### src/rtl/mem_port_arbiter_if.sv
// mem_port_arbiter_if: requestor and backing-memory bundle for mem_port_arbiter; slave modport = arbiter side, master modport = requestors plus memory.
interface mem_port_arbiter_if #(
  parameter int NUM_PORTS = 5,
  parameter int ADDR_W    = 23,
  parameter int DATA_W    = 16
);
  logic [NUM_PORTS-1:0]        req;
  logic [NUM_PORTS-1:0]        we;
  logic [NUM_PORTS*ADDR_W-1:0] addr;
  logic [NUM_PORTS*DATA_W-1:0] wdata;
  logic [NUM_PORTS-1:0]        gnt;
  logic [NUM_PORTS-1:0]        done;
  logic [NUM_PORTS-1:0]        err;
  logic [DATA_W-1:0]           rdata;
  logic                        mem_as;
  logic                        mem_rw;
  logic [ADDR_W-1:0]           mem_addr;
  logic [DATA_W-1:0]           mem_wdata;
  logic [DATA_W-1:0]           mem_rdata;
  logic                        mem_done;
  modport slave (
    input  req, we, addr, wdata, mem_rdata, mem_done,
    output gnt, done, err, rdata, mem_as, mem_rw, mem_addr, mem_wdata
  );
  modport master (
    output req, we, addr, wdata, mem_rdata, mem_done,
    input  gnt, done, err, rdata, mem_as, mem_rw, mem_addr, mem_wdata
  );
endinterface

### src/rtl/mem_port_arbiter.sv
// mem_port_arbiter: N-port round-robin arbiter onto one single-outstanding memory with done/err pulses and watchdog; ports clk, rst (async high), bus (slave); MEM_ARB_PRIO0_EN gives port 0 fixed priority.
module mem_port_arbiter #(
  parameter int NUM_PORTS = 5,
  parameter int ADDR_W    = 23,
  parameter int DATA_W    = 16,
  parameter int TIMEOUT   = 255
) (
  input logic clk,
  input logic rst,
  mem_port_arbiter_if.slave bus
);
  localparam int PW = $clog2(NUM_PORTS);
  localparam int CW = $clog2(TIMEOUT + 2);
  localparam logic [CW-1:0] TLAST = CW'(TIMEOUT > 0 ? TIMEOUT - 1 : 0);
  typedef enum logic {IDLE, BUSY} state_t;
  state_t              state_q, state_d;
  logic [PW-1:0]       ptr_q, ptr_d, port_q, port_d, sel;
  logic [CW-1:0]       cnt_q, cnt_d;
  logic                mem_as_q, mem_as_d, mem_rw_q, mem_rw_d;
  logic [ADDR_W-1:0]   mem_addr_q, mem_addr_d;
  logic [DATA_W-1:0]   mem_wdata_q, mem_wdata_d, rdata_q, rdata_d;
  logic [NUM_PORTS-1:0] done_q, done_d, err_q, err_d;
  logic                found, keep_ptr;
  logic [ADDR_W-1:0]   addr_a [NUM_PORTS];
  logic [DATA_W-1:0]   wdata_a [NUM_PORTS];
  for (genvar i = 0; i < NUM_PORTS; i++) begin : g_unpack
    assign addr_a[i]  = bus.addr[i*ADDR_W +: ADDR_W];
    assign wdata_a[i] = bus.wdata[i*DATA_W +: DATA_W];
  end
`ifdef MEM_ARB_PRIO0_EN
  assign keep_ptr = bus.req[0];
`else
  assign keep_ptr = 1'b0;
`endif
  assign found = |bus.req;
  always_comb begin
    sel = '0;
    for (int j = NUM_PORTS; j >= 1; j--)
      if (bus.req[PW'((int'(ptr_q) + j) % NUM_PORTS)]) sel = PW'((int'(ptr_q) + j) % NUM_PORTS);
    sel = keep_ptr ? '0 : sel;
  end
  assign bus.gnt = (state_q == IDLE && !rst && found) ? (NUM_PORTS'(1) << sel) : '0;
  always_comb begin
    state_d     = state_q;
    ptr_d       = ptr_q;
    port_d      = port_q;
    cnt_d       = cnt_q;
    mem_as_d    = mem_as_q;
    mem_rw_d    = mem_rw_q;
    mem_addr_d  = mem_addr_q;
    mem_wdata_d = mem_wdata_q;
    done_d      = '0;
    err_d       = '0;
    rdata_d     = '0;
    if (state_q == IDLE) begin
      if (found) begin
        state_d     = BUSY;
        port_d      = sel;
        ptr_d       = keep_ptr ? ptr_q : sel;
        cnt_d       = '0;
        mem_as_d    = 1'b1;
        mem_rw_d    = bus.we[sel];
        mem_addr_d  = addr_a[sel];
        mem_wdata_d = wdata_a[sel];
      end
    end else if (bus.mem_done) begin
      state_d  = IDLE;
      mem_as_d = 1'b0;
      done_d   = NUM_PORTS'(1) << port_q;
      rdata_d  = mem_rw_q ? '0 : bus.mem_rdata;
    end else if (TIMEOUT != 0 && cnt_q == TLAST) begin
      state_d  = IDLE;
      mem_as_d = 1'b0;
      done_d   = NUM_PORTS'(1) << port_q;
      err_d    = NUM_PORTS'(1) << port_q;
    end else begin
      cnt_d = &cnt_q ? cnt_q : cnt_q + 1'b1;
    end
  end
  always_ff @(posedge clk or posedge rst)
    if (rst) begin
      state_q     <= IDLE;
      ptr_q       <= PW'(NUM_PORTS - 1);
      port_q      <= '0;
      cnt_q       <= '0;
      mem_as_q    <= 1'b0;
      mem_rw_q    <= 1'b0;
      mem_addr_q  <= '0;
      mem_wdata_q <= '0;
      done_q      <= '0;
      err_q       <= '0;
      rdata_q     <= '0;
    end else begin
      state_q     <= state_d;
      ptr_q       <= ptr_d;
      port_q      <= port_d;
      cnt_q       <= cnt_d;
      mem_as_q    <= mem_as_d;
      mem_rw_q    <= mem_rw_d;
      mem_addr_q  <= mem_addr_d;
      mem_wdata_q <= mem_wdata_d;
      done_q      <= done_d;
      err_q       <= err_d;
      rdata_q     <= rdata_d;
    end
  assign bus.done      = done_q;
  assign bus.err       = err_q;
  assign bus.rdata     = rdata_q;
  assign bus.mem_as    = mem_as_q;
  assign bus.mem_rw    = mem_rw_q;
  assign bus.mem_addr  = mem_addr_q;
  assign bus.mem_wdata = mem_wdata_q;
endmodule

### src/flat_wrapper.sv
// flat-port wrapper written by rule: the top's interface ports become plain ports
module mem_port_arbiter_flat 
#(
  parameter int NUM_PORTS = 5,
  parameter int ADDR_W    = 23,
  parameter int DATA_W    = 16,
  parameter int TIMEOUT   = 255
)
  (clk, rst, bus_req, bus_we, bus_addr, bus_wdata, bus_mem_rdata, bus_mem_done, bus_gnt, bus_done, bus_err, bus_rdata, bus_mem_as, bus_mem_rw, bus_mem_addr, bus_mem_wdata);
  mem_port_arbiter_if #(.NUM_PORTS(NUM_PORTS), .ADDR_W(ADDR_W), .DATA_W(DATA_W)) bus_i ();
  input logic clk;
  input logic rst;
  input wire logic [$bits(bus_i.req)-1:0] bus_req;
  input wire logic [$bits(bus_i.we)-1:0] bus_we;
  input wire logic [$bits(bus_i.addr)-1:0] bus_addr;
  input wire logic [$bits(bus_i.wdata)-1:0] bus_wdata;
  input wire logic [$bits(bus_i.mem_rdata)-1:0] bus_mem_rdata;
  input wire logic [$bits(bus_i.mem_done)-1:0] bus_mem_done;
  output wire logic [$bits(bus_i.gnt)-1:0] bus_gnt;
  output wire logic [$bits(bus_i.done)-1:0] bus_done;
  output wire logic [$bits(bus_i.err)-1:0] bus_err;
  output wire logic [$bits(bus_i.rdata)-1:0] bus_rdata;
  output wire logic [$bits(bus_i.mem_as)-1:0] bus_mem_as;
  output wire logic [$bits(bus_i.mem_rw)-1:0] bus_mem_rw;
  output wire logic [$bits(bus_i.mem_addr)-1:0] bus_mem_addr;
  output wire logic [$bits(bus_i.mem_wdata)-1:0] bus_mem_wdata;
  assign bus_i.req = bus_req;
  assign bus_i.we = bus_we;
  assign bus_i.addr = bus_addr;
  assign bus_i.wdata = bus_wdata;
  assign bus_i.mem_rdata = bus_mem_rdata;
  assign bus_i.mem_done = bus_mem_done;
  assign bus_gnt = bus_i.gnt;
  assign bus_done = bus_i.done;
  assign bus_err = bus_i.err;
  assign bus_rdata = bus_i.rdata;
  assign bus_mem_as = bus_i.mem_as;
  assign bus_mem_rw = bus_i.mem_rw;
  assign bus_mem_addr = bus_i.mem_addr;
  assign bus_mem_wdata = bus_i.mem_wdata;
  mem_port_arbiter #(.NUM_PORTS(NUM_PORTS), .ADDR_W(ADDR_W), .DATA_W(DATA_W), .TIMEOUT(TIMEOUT)) u_core (.clk(clk), .rst(rst), .bus(bus_i));
endmodule
### config.mk
export PLATFORM = sky130hd
export DESIGN_NAME = mem_port_arbiter_flat
export DESIGN_NICKNAME = d
export VERILOG_FILES = /design/src/rtl/mem_port_arbiter_if.sv /design/src/rtl/mem_port_arbiter.sv /design/src/flat_wrapper.sv
export SDC_FILE = /design/constraint.sdc
export NUM_CORES = 1
export LEC_CHECK = 0
export BUFFER_PORTS_ARGS = -buffer_cell sky130_fd_sc_hd__buf_2
export CORE_AREA = 2 2 116 118
export CTS_CLUSTER_SIZE = 30
export DETAILED_ROUTE_END_ITERATION = 6
export DIE_AREA = 0 0 118 120
export PLACE_DENSITY = 0.82
export RECOVER_POWER = 100
export SLEW_MARGIN = 20
export SYNTH_ARGS = -nofsm -noshare
export SYNTH_HDL_FRONTEND = slang
export SYNTH_SLANG_ARGS = --single-unit
export TNS_END_PERCENT = 100
### constraint.sdc
create_clock -name clk -period 17.2 [get_ports clk]
set_input_delay 1.72 -clock clk [delete_from_list [all_inputs] [get_ports clk]]
set_output_delay 1.72 -clock clk [all_outputs]
set_load 0.1 [all_outputs]
==> results.py <==
metrics = {
    "die": {
        "dieArea_um2": 14200,
        "rows": 42,
        "start_util_pct": 50.4,
        "coreArea_um2": 13000,
        "dieHeight_um": 120,
        "die_w_um": 118,
        "num_io_pins": 296,
    },
    "clocking": {
        "cts_tree": "yes",
        "htreeDepth": 3,
        "post-cts-setup-buffers": 0,
        "clk_pin_slew_ps": 70,
        "cts_buffer_depth": 2,
        "clock-root-buffer": "clkbuf_16",
        "clk_latency_ps": 340,
        "cts_resized": 0,
        "clkSinkCount": 81,
        "cts_hold_buffers": 0,
        "numCtsBuffers": 9,
    },
    "final_layout": {
        "finalCoreUtilization_pct": 62.8,
        "drive_gt1_share_pct": 30.3,
        "syn_to_final_growth_pct": 24.6,
        "finalNetCount": 1236,
    },
    "timing": {
        "hold_viol_final": 0,
        "fin_crit_ps": 10190,
        "tns_ps": 0,
        "clock_skew_ps": 7.42,
        "final_max_slew_viol_count": 265,
        "slew-limit-headroom_pct": -187,
        "finalCritPeriodShare_pct": 59.3,
        "setup_viol": 0,
        "worst_pin_slew_ps": 4310,
        "rsz0062_at_grt": "no",
        "fmax_ghz": 0.0981,
    },
    "worst_setup_path": {
        "startpoint_type": "register",
        "cp_data_arrival_time_ps": 8470,
        "worstPathMaxFanout": 18,
        "setup.worst_path.end_class": "primary output",
        "worst_ep_required_time_ps": 15480,
        "r2r_setup_slack_ps": 8840,
        "timing.rr.start": "u_core.port_q[1]",
        "worst-setup-path-type": "register to primary output",
        "worstReg2RegEnd": "u_core.bus.mem_addr[13]",
        "r2r.worst_path.cells": 19,
    },
    "route": {
        "vias": 7055,
        "drt_first_pass_iters": 5,
        "wl_per_cell_um": 19.2,
        "viasPerCell": 6.07,
        "drt_iter0_drc": 528,
        "routed_wl_um": 22300,
        "drcViolationCount": 0,
        "postRouteAntennaNets": 0,
    },
    "placement": {
        "hpwl_um": 16200,
        "port_buffers": 295,
        "gp_congestion": 1.00,
    },
    "logic_synthesis": {
        "ys_types": 85,
        "netlist_area_um2": 6540,
        "synth_top_cell_by_area": "dfrtp_1",
        "ys_seq_area_share_pct": 31.0,
        "async_reset_ff_share_pct": 100,
        "yosysTopAreaCellShare_pct": 30.6,
        "syn_inst": 721,
        "synth_edf_count": 0,
        "synth.most_common_cell": "nand2_1",
        "synthTopCellsByCount": "108 x nand2_1, 80 x dfrtp_1, 48 x o22ai_1",
        "ys_top_cells_by_area": "dfrtp_1 31%, nand2_1 6.2%, ha_1 6.1%",
        "synthFlopType": "dfrtp_1",
        "synthesis.nets": 978,
        "synth-seq-cells": 81,
        "synth_area_per_cell_um2": 9.07,
        "yosysWarnings": 0,
    },
    "min_path": {
        "hold_depth": 1,
        "min-delay-start": "u_core.bus.mem_as",
        "min_path_type": "register to register",
        "holdPathEnd": "u_core.bus.mem_as",
    },
    "global_route": {
        "grt_pass1_wl_um": 34700,
        "antenna_found_initial": 4,
        "grtUsageTotal_pct": 30.7,
        "grt_max_degree": 82,
        "gr-total-overflow": 0,
        "grt_pass1_vias": 6866,
    },
    "run_status": {
        "outcome": "complete, but fails checks",
        "failed_checks": "max-capacitance violations, max-slew violations",
    },
    "job": {
        "cap_violations": 6,
    },
}
==> metal layers <==
layer / track usage, % / wire length (um) / up-vias / share of wire, %
met4: 14.1 / 821 / 4 / 3.7
met3: 7.84 / 2230 / 78 / 10
li1: - / - / 3221 / -
met5: 0 / 29 / - / 0.13
met1: 36.9 / 8170 / 3314 / 37
met2: 51.7 / 11000 / 438 / 50
==> sequential cells by signal, indices dropped and copies added, names as in the netlist <==
signal and flops:
u_core.ptr_q 1, u_core.bus.err 5, u_core.state_q 1, u_core.bus.rdata 16, u_core.bus.mem_wdata 16, u_core.bus.done 5
u_core.bus.mem_addr 23, u_core.cnt_q 9, u_core.bus.mem_rw 1, u_core.bus.mem_as 1, u_core.port_q 3
==> layout make-up <==
cell class,count,area [um2]
inverter,25,95.1
antenna,2,5.00
multi-input combinational,558,4050
clock inverter,7,83.8
timing repair buffer,304,1440
clock buffer,9,225
fill,1194,4830
tap,176,220
sequential,81,2030
==> layout by cell type, fill, tap and decap left out, types with 5 or more instances in the layout <==
| cell | Yosys | routed |
|---|---|---|
| and2_1 | 28 | 10 |
| o21ai_0 | 17 | 17 |
| a21oi_1 | 9 | 8 |
| clkbuf_16 | 0 | 9 |
| and2_0 | 0 | 18 |
| mux2i_1 | 9 | 9 |
| a311oi_2 | 20 | 20 |
| buf_4 | 7 | 5 |
| o31ai_1 | 5 | 6 |
| nand2b_1 | 5 | 5 |
| nor3b_1 | 41 | 41 |
| buf_2 | 20 | 221 |
| a311oi_1 | 22 | 22 |
| xor2_1 | 6 | 6 |
| nor3_1 | 6 | 6 |
| nor2_1 | 40 | 39 |
| a211oi_1 | 26 | 45 |
| ha_1 | 32 | 32 |
| nand3_1 | 5 | 5 |
| o22ai_1 | 48 | 48 |
| o211ai_1 | 5 | 5 |
| and3_1 | 7 | 7 |
| clkbuf_1 | 27 | 78 |
| inv_1 | 21 | 20 |
| nand2_1 | 108 | 108 |
| xnor2_1 | 8 | 8 |
| dfrtp_1 | 80 | 80 |
==> critical path: stages, from the launching register on <==
cell	delay (ps)
dfrtp_1	480
inv_1	260
ha_1	740
clkinv_1	440
ha_1	340
or3b_2	440
o22ai_1	250
or2_2	210
ha_1	150
nor2b_1	50
a2111oi_0	710
or3_1	310
o22ai_1	190
a22oi_1	280
a311oi_1	150
a2111oi_0	1420
nor2_1	120
or4_1	530
nor2_1	130
clkbuf_1	890
==> cells by family after synthesis <==
group                    share of synthesized area, %
AO/OA/AOI/OAI                                    28.9
XOR/XNOR                                         2.12
adder cells (fa/ha/maj)                          6.43
buffers and inverters                            5.72
flip-flops                                       31.0
multiplexers                                     3.62
AND/OR/NAND/NOR                                  22.2
==> stage by stage <==
stage	setup slack, ps	cell area, um2	cells	hold WS [ps]
floorplan	9140	6540	721	490
CTS	8320	8390	1160	496
finish	7010	8150	1162	497
global placement	9030	8080	1144	472
global route	6760	8150	1162	546
detailed placement	8710	8080	1144	481
==> worst max path at each step <==
stage	depth (start not counted)	slack (ps)	to	startpoint
4_1_cts	17	8320	bus_gnt[4]	u_core.port_q[1]
5_1_grt	19	6760	bus_gnt[3]	u_core.port_q[1]
3_3_place_gp	17	9030	bus_gnt[4]	u_core.port_q[1]
3_5_place_dp	17	8710	bus_gnt[4]	u_core.port_q[1]
2_1_floorplan	21	9140	bus_gnt[1]	u_core.port_q[0]
6_report	19	7010	bus_gnt[3]	u_core.port_q[1]
Power is not shown: default switching activity piles up to over one toggle a cycle in this logic, so the estimate is an artifact.
